$ cat src/rtl/fft_out_serializer.sv
// Ping-pong parallel-in/serial-out buffer for 64-point FFT rows: loads 8 complex samples per
// handshake and drains one per cycle. Define FFT_OUT_BITREV_EN to emit each row in bit-reversed slot order.
module fft_out_serializer #(
    parameter int DW = 10
) (
    input  logic            clk,
    input  logic            rst,
    input  logic            in_valid,
    output logic            in_ready,
    input  logic [8*DW-1:0] din_re,
    input  logic [8*DW-1:0] din_im,
    output logic            out_valid,
    input  logic            out_ready,
    output logic [DW-1:0]   dout_re,
    output logic [DW-1:0]   dout_im,
    output logic            out_last
);

    logic [DW-1:0] bank_re [2][8];
    logic [DW-1:0] bank_im [2][8];
    logic          wbank;
    logic          rbank;
    logic [1:0]    fill;
    logic [2:0]    slot;
    logic [2:0]    rd_idx;
    logic          load;
    logic          accept;
    logic          row_done;

`ifdef FFT_OUT_BITREV_EN
    // Undo the DIF bit-reversed ordering so a row leaves in natural order.
    assign rd_idx = {slot[0], slot[1], slot[2]};
`else
    assign rd_idx = slot;
`endif

    assign in_ready  = (fill != 2'd2);
    assign out_valid = (fill != 2'd0);
    assign out_last  = out_valid && (slot == 3'd7);
    assign dout_re   = bank_re[rbank][rd_idx];
    assign dout_im   = bank_im[rbank][rd_idx];

    assign load     = in_valid && in_ready;
    assign accept   = out_valid && out_ready;
    assign row_done = accept && (slot == 3'd7);

    // A load and a row-final accept in the same cycle cancel, which keeps streaming bubble-free.
    always_ff @(posedge clk) begin
        if (rst) begin
            wbank <= 1'b0;
            rbank <= 1'b0;
            fill  <= 2'd0;
            slot  <= 3'd0;
            for (int b = 0; b < 2; b++) begin
                for (int k = 0; k < 8; k++) begin
                    bank_re[b][k] <= '0;
                    bank_im[b][k] <= '0;
                end
            end
        end else begin
            if (load) begin
                for (int k = 0; k < 8; k++) begin
                    bank_re[wbank][k] <= din_re[k*DW +: DW];
                    bank_im[wbank][k] <= din_im[k*DW +: DW];
                end
                wbank <= ~wbank;
            end
            if (accept) begin
                slot <= slot + 3'd1;
                if (slot == 3'd7) begin
                    rbank <= ~rbank;
                end
            end
            case ({load, row_done})
                2'b10:   fill <= fill + 2'd1;
                2'b01:   fill <= fill - 2'd1;
                default: fill <= fill;
            endcase
        end
    end

endmodule

$ cat config.mk
export PLATFORM = sky130hd
export DESIGN_NAME = fft_out_serializer
export DESIGN_NICKNAME = d
export VERILOG_FILES = /design/src/rtl/fft_out_serializer.sv
export SDC_FILE = /design/constraint.sdc
export NUM_CORES = 1
export LEC_CHECK = 0
export BUFFER_PORTS_ARGS = -buffer_cell sky130_fd_sc_hd__buf_2
export CORE_MARGIN = 2
export CORE_UTILIZATION = 62
export DETAILED_ROUTE_END_ITERATION = 7
export PLACE_DENSITY = 0.95
export SLEW_MARGIN = 10
export SYNTH_ARGS = -nofsm -noshare
export SYNTH_HDL_FRONTEND = slang
export SYNTH_SLANG_ARGS = --single-unit
$ cat constraint.sdc
create_clock -name clk -period 11 [get_ports clk]
set_input_delay 1.1 -clock clk [delete_from_list [all_inputs] [get_ports clk]]
set_output_delay 1.1 -clock clk [all_outputs]
set_load 0.005 [all_outputs]
### Word level (Yosys, flattened, before mapping)

Memories as Yosys holds them, arrays and structs flattened. A register that Yosys moved wholly into a read port is not among the register bits.
Index checks and enable logic that the tools add are counted.

* register bits: 7
* bits in writable memories: 320
* input port bits: 164
* output and inout bits: 23
* word-level logic and storage cells: 48
* memories kept: 2

Memories
* bank_im: depth 2, width 80, rd ports 1, clocked after Yosys merged registers in 1, write ports 2, line 20 `logic [DW-1:0] bank_im [2][8];`
* bank_re: depth 2, width 80, rd ports 1, clocked after Yosys merged registers in 1, write ports 2, line 19 `logic [DW-1:0] bank_re [2][8];`

* $add $sub $neg: 3
* order comparisons: 1
* eq/ne operators: 4
* muxes and demuxes: 22
* bitwise operators: 3
* reductions and logical operators: 9

Operators with widths (count)
* 2-to-1 mux 80 bit: 2
* OR reduction 80 bit: 2
* binary-select mux 10 bit (select 3 bit): 2
* 2-to-1 mux 10 bit: 4
* 2-to-1 mux 1 bit: 13
* greater-or-equal comparator 4 bit, second input constant: 1
* logical AND 1 bit: 4
* NOT 3 -> 4 bit: 1
* case mux 2 bit (2 select lines): 1
* nonzero test 2 bit: 2
* adder 3 x 1 -> 3 bit, second input constant: 1
* equality test 3 bit, second input constant: 1
* adder 2 x 1 -> 2 bit, second input constant: 1
* equality test 2 x 1 -> 1 bit, second input constant: 1
* equality test 2 bit, second input constant: 1
* != test 2 bit, second input constant: 1
* NOT 1 bit: 2
* AND reduction 2 bit: 1
* subtractor 2 x 1 -> 2 bit, second input constant: 1

### Longest topological paths before layout

Gate-level depths: netlist of run 1.

* word-level depth: 7
* gate-level depth with buffers: 8
* gate-level depth less buffers: 8

### Least setup slack after synthesis of run 1

Ideal clock, no wire load.

* path kind: input to register
* start: in in_valid
* end: mem bank_im[0][0] in the netlist's numbering, enable pin
* setup time: 548 ps
* arrival: 5210 ps
* required time: 10452 ps
* setup slack: 5241 ps
* stages on the path: 3
* buffers on the path: 0
* cell sequence: inv_1 -> or3_1 -> nand2b_1

RTL lines
* start: declaration: line 8 `input logic in_valid,`
* end: declaration: line 20

==> results.yml, run 1 <==
outcome:
  status: "finished clean"
critical_path:
  worstSetupPathType: "flop to output pin"
  critical_path.endpoint_type: "output pin"
  timing.critical_path.required_ns: 9.90
  ff2ff_setup_slack_ns: 7.82
  worstReg2RegStart: "wbank"
  critPathMaxFanout: 45
  r2r.worst_path.cells: 2
  timing.critical_path.from_type: "flop"
  crit-reg2reg-capture: "bank_re[1][59]"
  worst_ep_arrival_time_ns: 3.44
global_route:
  grt.total_usage_pct: 28.18
  grt_overflow_total: 0
  wire_length_of_the_first_global_routing_pass_um: 51280
  number_of_antenna_violations_at_the_first_check_in_global_routing: 10
  pin_count_of_the_biggest_net_entering_global_routing: 104
  first_global_vias: 8758
timing:
  final.setup_skew_ns: 0.01673
  fmaxAchievable_mhz: 220.4
  timing.setup.tns_ns: 0
  setup_viol: 0
  post-route-min-period_ns: 4.536
  slew_viol_final: 0
  worstMarginPinSlew_ns: 1.247
  finalHoldViolCount: 0
  grt_setup_unrepaired: "no"
  min_period_over_period_pct: 41.24
  whs_ns: 0.5137
  timing.max_slew.rel_slack_pct: 16.84
routing:
  dr_total_vias: 8604
  drt_wl_total_um: 34500
  antenna_violating_nets_post_route: 0
  post_drt_via_cell_ratio: 6.081
  drt_pass1_iterations: 7
  drt_drc_violations_left: 0
  detailedRoute.firstIterationViolations: 1217
  post_drt_wl_per_cell_um: 24.38
layout:
  layout_filler_cell_count: 1377
  areaGrowthSynthToFinish_pct: 15.06
  multiInputGateArea_um2: 4468
  final_cell_mix: "edfxtp_1 (320), and2_1 (302), buf_2 (186), mux4_2 (80), a22oi_1 (40)"
  finalNetCount: 1228
  drive_above_1_share_pct: 30.69
  final_cell_area_um2: 16750
  layout.cells.most_common: "edfxtp_1"
  ff_latch_area_um2: 9777
clock_tree:
  clockBufferDepth: 3
  numCtsBuffers: 34
  post_cts_resize_count: 0
  cts.reportedPaths.clkPinSlew_ns: 0.06
  ctsHtreeMaxLevel: 2
  clkLatencyLatePin_ns: 0.50
  postCtsSetupRepairBufs: 0
  cts_root_buf: "clkbuf_16"
  cts_tree: "yes"
  ctsHoldBuffers: 0
  cts_sinks: 328
floorplan:
  die_area_um2: 24720
  start_util_pct: 62.56
  floorplan.die.height_um: 157.2
  core_region_area_um2: 23260
  io_pins: 187
  die_width_um: 157.2
  num_rows: 56
power_and_ir_drop:
  power-per-cell-area_nw_per_um2: 173.1
  internal-power_w: 0.002248
  power.share.clock_pct: 37.8
  seqPwrFrac_pct: 52.8
  switching_share_of_power_pct: 22.47
  worst_ir_drop_vdd_uv: 140.8
  net_load_switching_power_w: 0.0006516
  total_power_w: 0.002900
  static-leakage-power_nw: 6.496
  comb_power_share_pct: 9.4
synthesis:
  synth_seq_area_share_pct: 67.13
  number_of_flops_mapped_to_enable_cells_by_yosys: 320
  ys_seq_elements: 328
  syn-instance-count: 890
  netlist_area_um2: 14550
  synth.net_count: 1057
  post-synth-top-area-cell: "edfxtp_1"
  synth_async_sr_flop_share_pct: 0
  synth.yosys.warnings: 0
  synth.distinct_cells: 30
  ys.flop_type: "edfxtp_1"
  netlist_top_cells_area: "edfxtp_1 (66%), and2_1 (13%), mux4_2 (12%), a22oi_1 (2.1%), dfxtp_1 (1.1%)"
  post-synth-top-area-fraction_pct: 66.02
  synth_area_per_cell_um2: 16.35
min_path:
  min_path_cells: 2
  hold-path-endpoint: "rbank"
  hold_path.class: "flop to flop"
  hold_start: "rbank"
placed_design:
  buffer_ports.inserted: 186
  post-dp-hpwl_um: 20370
  gp_congestion: 0.7995
  placedInstanceArea_um2: 15680
job:
  max-cap-violations: 0
[critical path: stages, from the launching register on]
cell and delay (ns):
dfxtp_4 0.81, buf_4 0.83, mux4_2 0.60, a22oi_1 0.34
nand2_1 0.13, buf_2 0.16
[power groups by stage]
stage	combinational, W	sequential, W	clock, W
2_1_floorplan	0.000174	0.00154	0
3_3_place_gp	0.000255	0.00155	0
3_5_place_dp	0.000264	0.00155	0
4_1_cts	0.000270	0.00153	0.00110
5_1_grt	0.000290	0.00154	0.00115
6_report	0.000272	0.00153	0.00110
[registers in the layout (all words and copies together), names as in the netlist, named ones only]
name,count
bank_im,160
bank_re,160
fill,2
rbank,1
rd_idx,3
wbank,1
[synth_stat cells, types with 2 or more instances]
cell type,n
buf_6,6
dfxtp_1,8
xor2_1,3
and3_1,20
clkbuf_1,29
or3_1,2
o21ai_0,3
ha_1,3
buf_2,4
nand2_1,21
inv_1,3
nor2b_1,2
mux2i_1,2
nor2_1,7
a21oi_1,2
edfxtp_1,320
a22oi_1,40
a21o_1,2
clkbuf_2,18
mux4_2,80
buf_4,5
and2_1,302
[area by class of cell]
class                           instances  area share, %
Inverter                                3        0.06724
Clock inverter                         15         0.7696
Antenna cell                           11         0.1644
Timing Repair Buffer                  198          6.097
Sequential cell                       328          58.38
Clock buffer                           45          5.454
Tap cell                              319          2.383
Multi-Input combinational cell        496          26.68
[cells by family after synthesis]
group,after synthesis,share of synthesized area (%)
xor+xnor,4,0.2408
flops,328,67.13
mux,82,12.52
compound gates,48,2.390
buf+inv,66,2.330
simple gates,359,15.14
fa+ha+maj,3,0.2579
[metrics by stage]
stage,worst slack [ns],cells,util [%]
floorplan,5.241,890,-
global placement,6.966,1344,67.39
detailed placement,6.944,1344,67.39
CTS,6.376,1404,71.87
global route,6.191,1412,71.96
finish,6.464,1415,71.99
[how the worst max path moves through the flow]
stage | cells past startpoint | to | slack (ns)
final | 5 | dout_re[5] | 6.46
after global placement | 5 | dout_re[8] | 6.97
after floorplan | 3 | bank_im[0][0] | 5.24
after global routing | 5 | dout_re[6] | 6.19
after CTS | 5 | dout_re[5] | 6.38
after detailed placement | 5 | dout_re[8] | 6.94
[metal layers]
metal  routed length [µm]  GRT usage [%]  vias to the layer above
li1                     -              -                     3678
met1                13270          40.52                     4312
met2                16800          43.52                      522
met3                 3017          5.066                       92
met4                 1420          11.47                        0
met5                    0              0                        -
(Power assumes the default switching activity.)
==> run 2: changes to the inputs <==
--- a/config.mk
+++ b/config.mk
@@ -7,9 +7,9 @@
 export LEC_CHECK = 0
 export BUFFER_PORTS_ARGS = -buffer_cell sky130_fd_sc_hd__buf_2
 export CORE_MARGIN = 2
-export CORE_UTILIZATION = 62
+export CORE_UTILIZATION = 58
 export DETAILED_ROUTE_END_ITERATION = 7
-export PLACE_DENSITY = 0.95
+export PLACE_DENSITY = 0.91
 export SLEW_MARGIN = 10
 export SYNTH_ARGS = -nofsm -noshare
 export SYNTH_HDL_FRONTEND = slang
==> constraint.sdc (replaced) <==
create_clock -name clk -period 4.3 [get_ports clk]
set_input_delay 0.43 -clock clk [delete_from_list [all_inputs] [get_ports clk]]
set_output_delay 0.43 -clock clk [all_outputs]
set_load 0.005 [all_outputs]
==> results.yml, run 2 (same netlist as run 1, synthesis figures left out) <==
critical_path:
  crit-reg2reg-capture: "bank_im[0][20]"
  worstReg2RegStart: "wbank"
  r2r.worst_path.cells: 3
  cp_slowest_cell: "dfxtp_4"
  crit_chain: "buf_4, mux4_2, a22oi_1, nand2_1, buf_2"
  critical_path.endpoint_type: "output pin"
  worst-path-buf-inv: 2
  critical-path-top-delay-family: "flip-flops"
  worstSetupPathType: "flop to output pin"
  timing.critical_path.required_ns: 3.87
  ff2ff_setup_slack_ns: 1.69
  critPathMaxFanout: 20
  timing.critical_path.from_type: "flop"
  worst_ep_arrival_time_ns: 2.77
  cp_max_stage_delay_ns: 0.61
layout:
  layout.core_utilization_pct: 69.39
  multiInputGateArea_um2: 4468
  ff_latch_area_um2: 9777
  areaGrowthSynthToFinish_pct: 16.63
  drive_above_1_share_pct: 31.69
  layout_filler_cell_count: 1525
  layout.cells.most_common: "edfxtp_1"
  finalNetCount: 1236
  final_cell_mix: "edfxtp_1 (320), and2_1 (302), buf_2 (186), mux4_2 (80), a22oi_1 (40)"
job:
  max-cap-violations: 0
clock_tree:
  cts_root_buf: "clkbuf_16"
  cts_sinks: 328
  ctsHoldBuffers: 0
  clockBufferDepth: 3
  postCtsSetupRepairBufs: 0
  post_cts_resize_count: 0
  ctsHtreeMaxLevel: 2
  cts.reportedPaths.clkPinSlew_ns: 0.06
  cts_tree: "yes"
  clkLatencyLatePin_ns: 0.52
  numCtsBuffers: 35
routing:
  dr_total_vias: 8398
  post_drt_via_cell_ratio: 5.893
  drt_wl_total_um: 33220
  drt_drc_violations_left: 0
  drt_pass1_iterations: 5
  post_drt_wl_per_cell_um: 23.31
  antenna_violating_nets_post_route: 0
  detailedRoute.firstIterationViolations: 861
min_path:
  hold_path.class: "primary input to flop"
  hold_start: "din_im[78]"
  hold-path-endpoint: "bank_im[0][8]"
  min_path_cells: 2
global_route:
  grt.total_usage_pct: 25.61
  grt_overflow_total: 0
  first_global_vias: 8737
  pin_count_of_the_biggest_net_entering_global_routing: 120
  number_of_antenna_violations_at_the_first_check_in_global_routing: 9
  wire_length_of_the_first_global_routing_pass_um: 50150
floorplan:
  die_width_um: 162.4
  start_util_pct: 59.50
  die_area_um2: 26380
  floorplan.die.height_um: 162.4
  core_region_area_um2: 24460
  num_rows: 57
  io_pins: 187
placed_design:
  gp_congestion: 0.8408
  buffer_ports.inserted: 186
  post-dp-hpwl_um: 21200
timing:
  grt_setup_unrepaired: "no"
  worstMarginPinSlew_ns: 1.177
  timing.setup.tns_ns: 0
  final.setup_skew_ns: 0.02936
  fmaxAchievable_mhz: 312.9
  min_period_over_period_pct: 74.31
  slew_viol_final: 0
  post-route-min-period_ns: 3.196
  setup_viol: 0
  timing.max_slew.rel_slack_pct: 21.56
  finalHoldViolCount: 0
power_and_ir_drop:
  total_power_w: 0.007683
  power-per-cell-area_nw_per_um2: 452.6
  static-leakage-power_nw: 6.606
  worst_ir_drop_vdd_uv: 316.9
outcome:
  status: "finished clean"
run 2: changes by cell type in the layout (fill, tap and decap cells not counted), sizes merged:
| cell | before | now |
|---|---|---|
| clkinvlp | 0 | 2 |
| clkinv | 10 | 14 |
| bufinv | 2 | 5 |
| buf | 198 | 205 |
| clkbuf | 45 | 39 |
| diode | 11 | 6 |
run 2: worst max path at each step:
stage | startpoint | endpoint | slack [ns] | cells past startpoint
after floorplan | in_valid | bank_im[0][0] | 1.01 | 3
after global placement | in_valid | bank_re[1][44] | 1.54 | 6
after detailed placement | in_valid | bank_re[1][33] | 1.53 | 6
after CTS | flop | dout_im[1] | 1.06 | 5
after global routing | flop | dout_im[3] | 0.91 | 5
final | flop | dout_im[3] | 1.10 | 5
run 2: final cells by class:
class	count	share of cell area (%)
Sequential cell	328	57.60
Multi-Input combinational cell	496	26.32
Timing Repair Buffer	205	6.619
Clock buffer	39	5.374
Tap cell	324	2.388
Clock inverter	24	1.541
Antenna cell	6	0.08846
Inverter	3	0.06634
run 2: routing by layer:
layer	vias to the layer above	GRT usage [%]	share of wire, %
met2	405	40.89	49
met1	4228	35.35	39
met5	-	0	0.081
met3	68	5.653	8.8
met4	4	9.292	2.8
li1	3693	-	-
run 2: per-stage QoR:
stage / area (µm²) / setup slack (ns) / hold slack (ns) / cells
floorplan: 14560 / 1.007 / 0.4725 / 890
global placement: 15790 / 1.540 / 0.4866 / 1356
detailed placement: 15790 / 1.531 / 0.4933 / 1356
CTS: 16960 / 1.063 / 0.1833 / 1419
global route: 16970 / 0.9087 / 0.1901 / 1424
finish: 16970 / 1.105 / 0.1977 / 1425
run 2: power by group:
group          total, W  switching, W  leakage [nW]  internal, W
Clock           0.00307       0.00123         0.568      0.00184
Combinational  0.000699      0.000366          2.58     0.000333
Sequential      0.00391      0.000109          3.46      0.00380
Total           0.00768       0.00171          6.61      0.00598
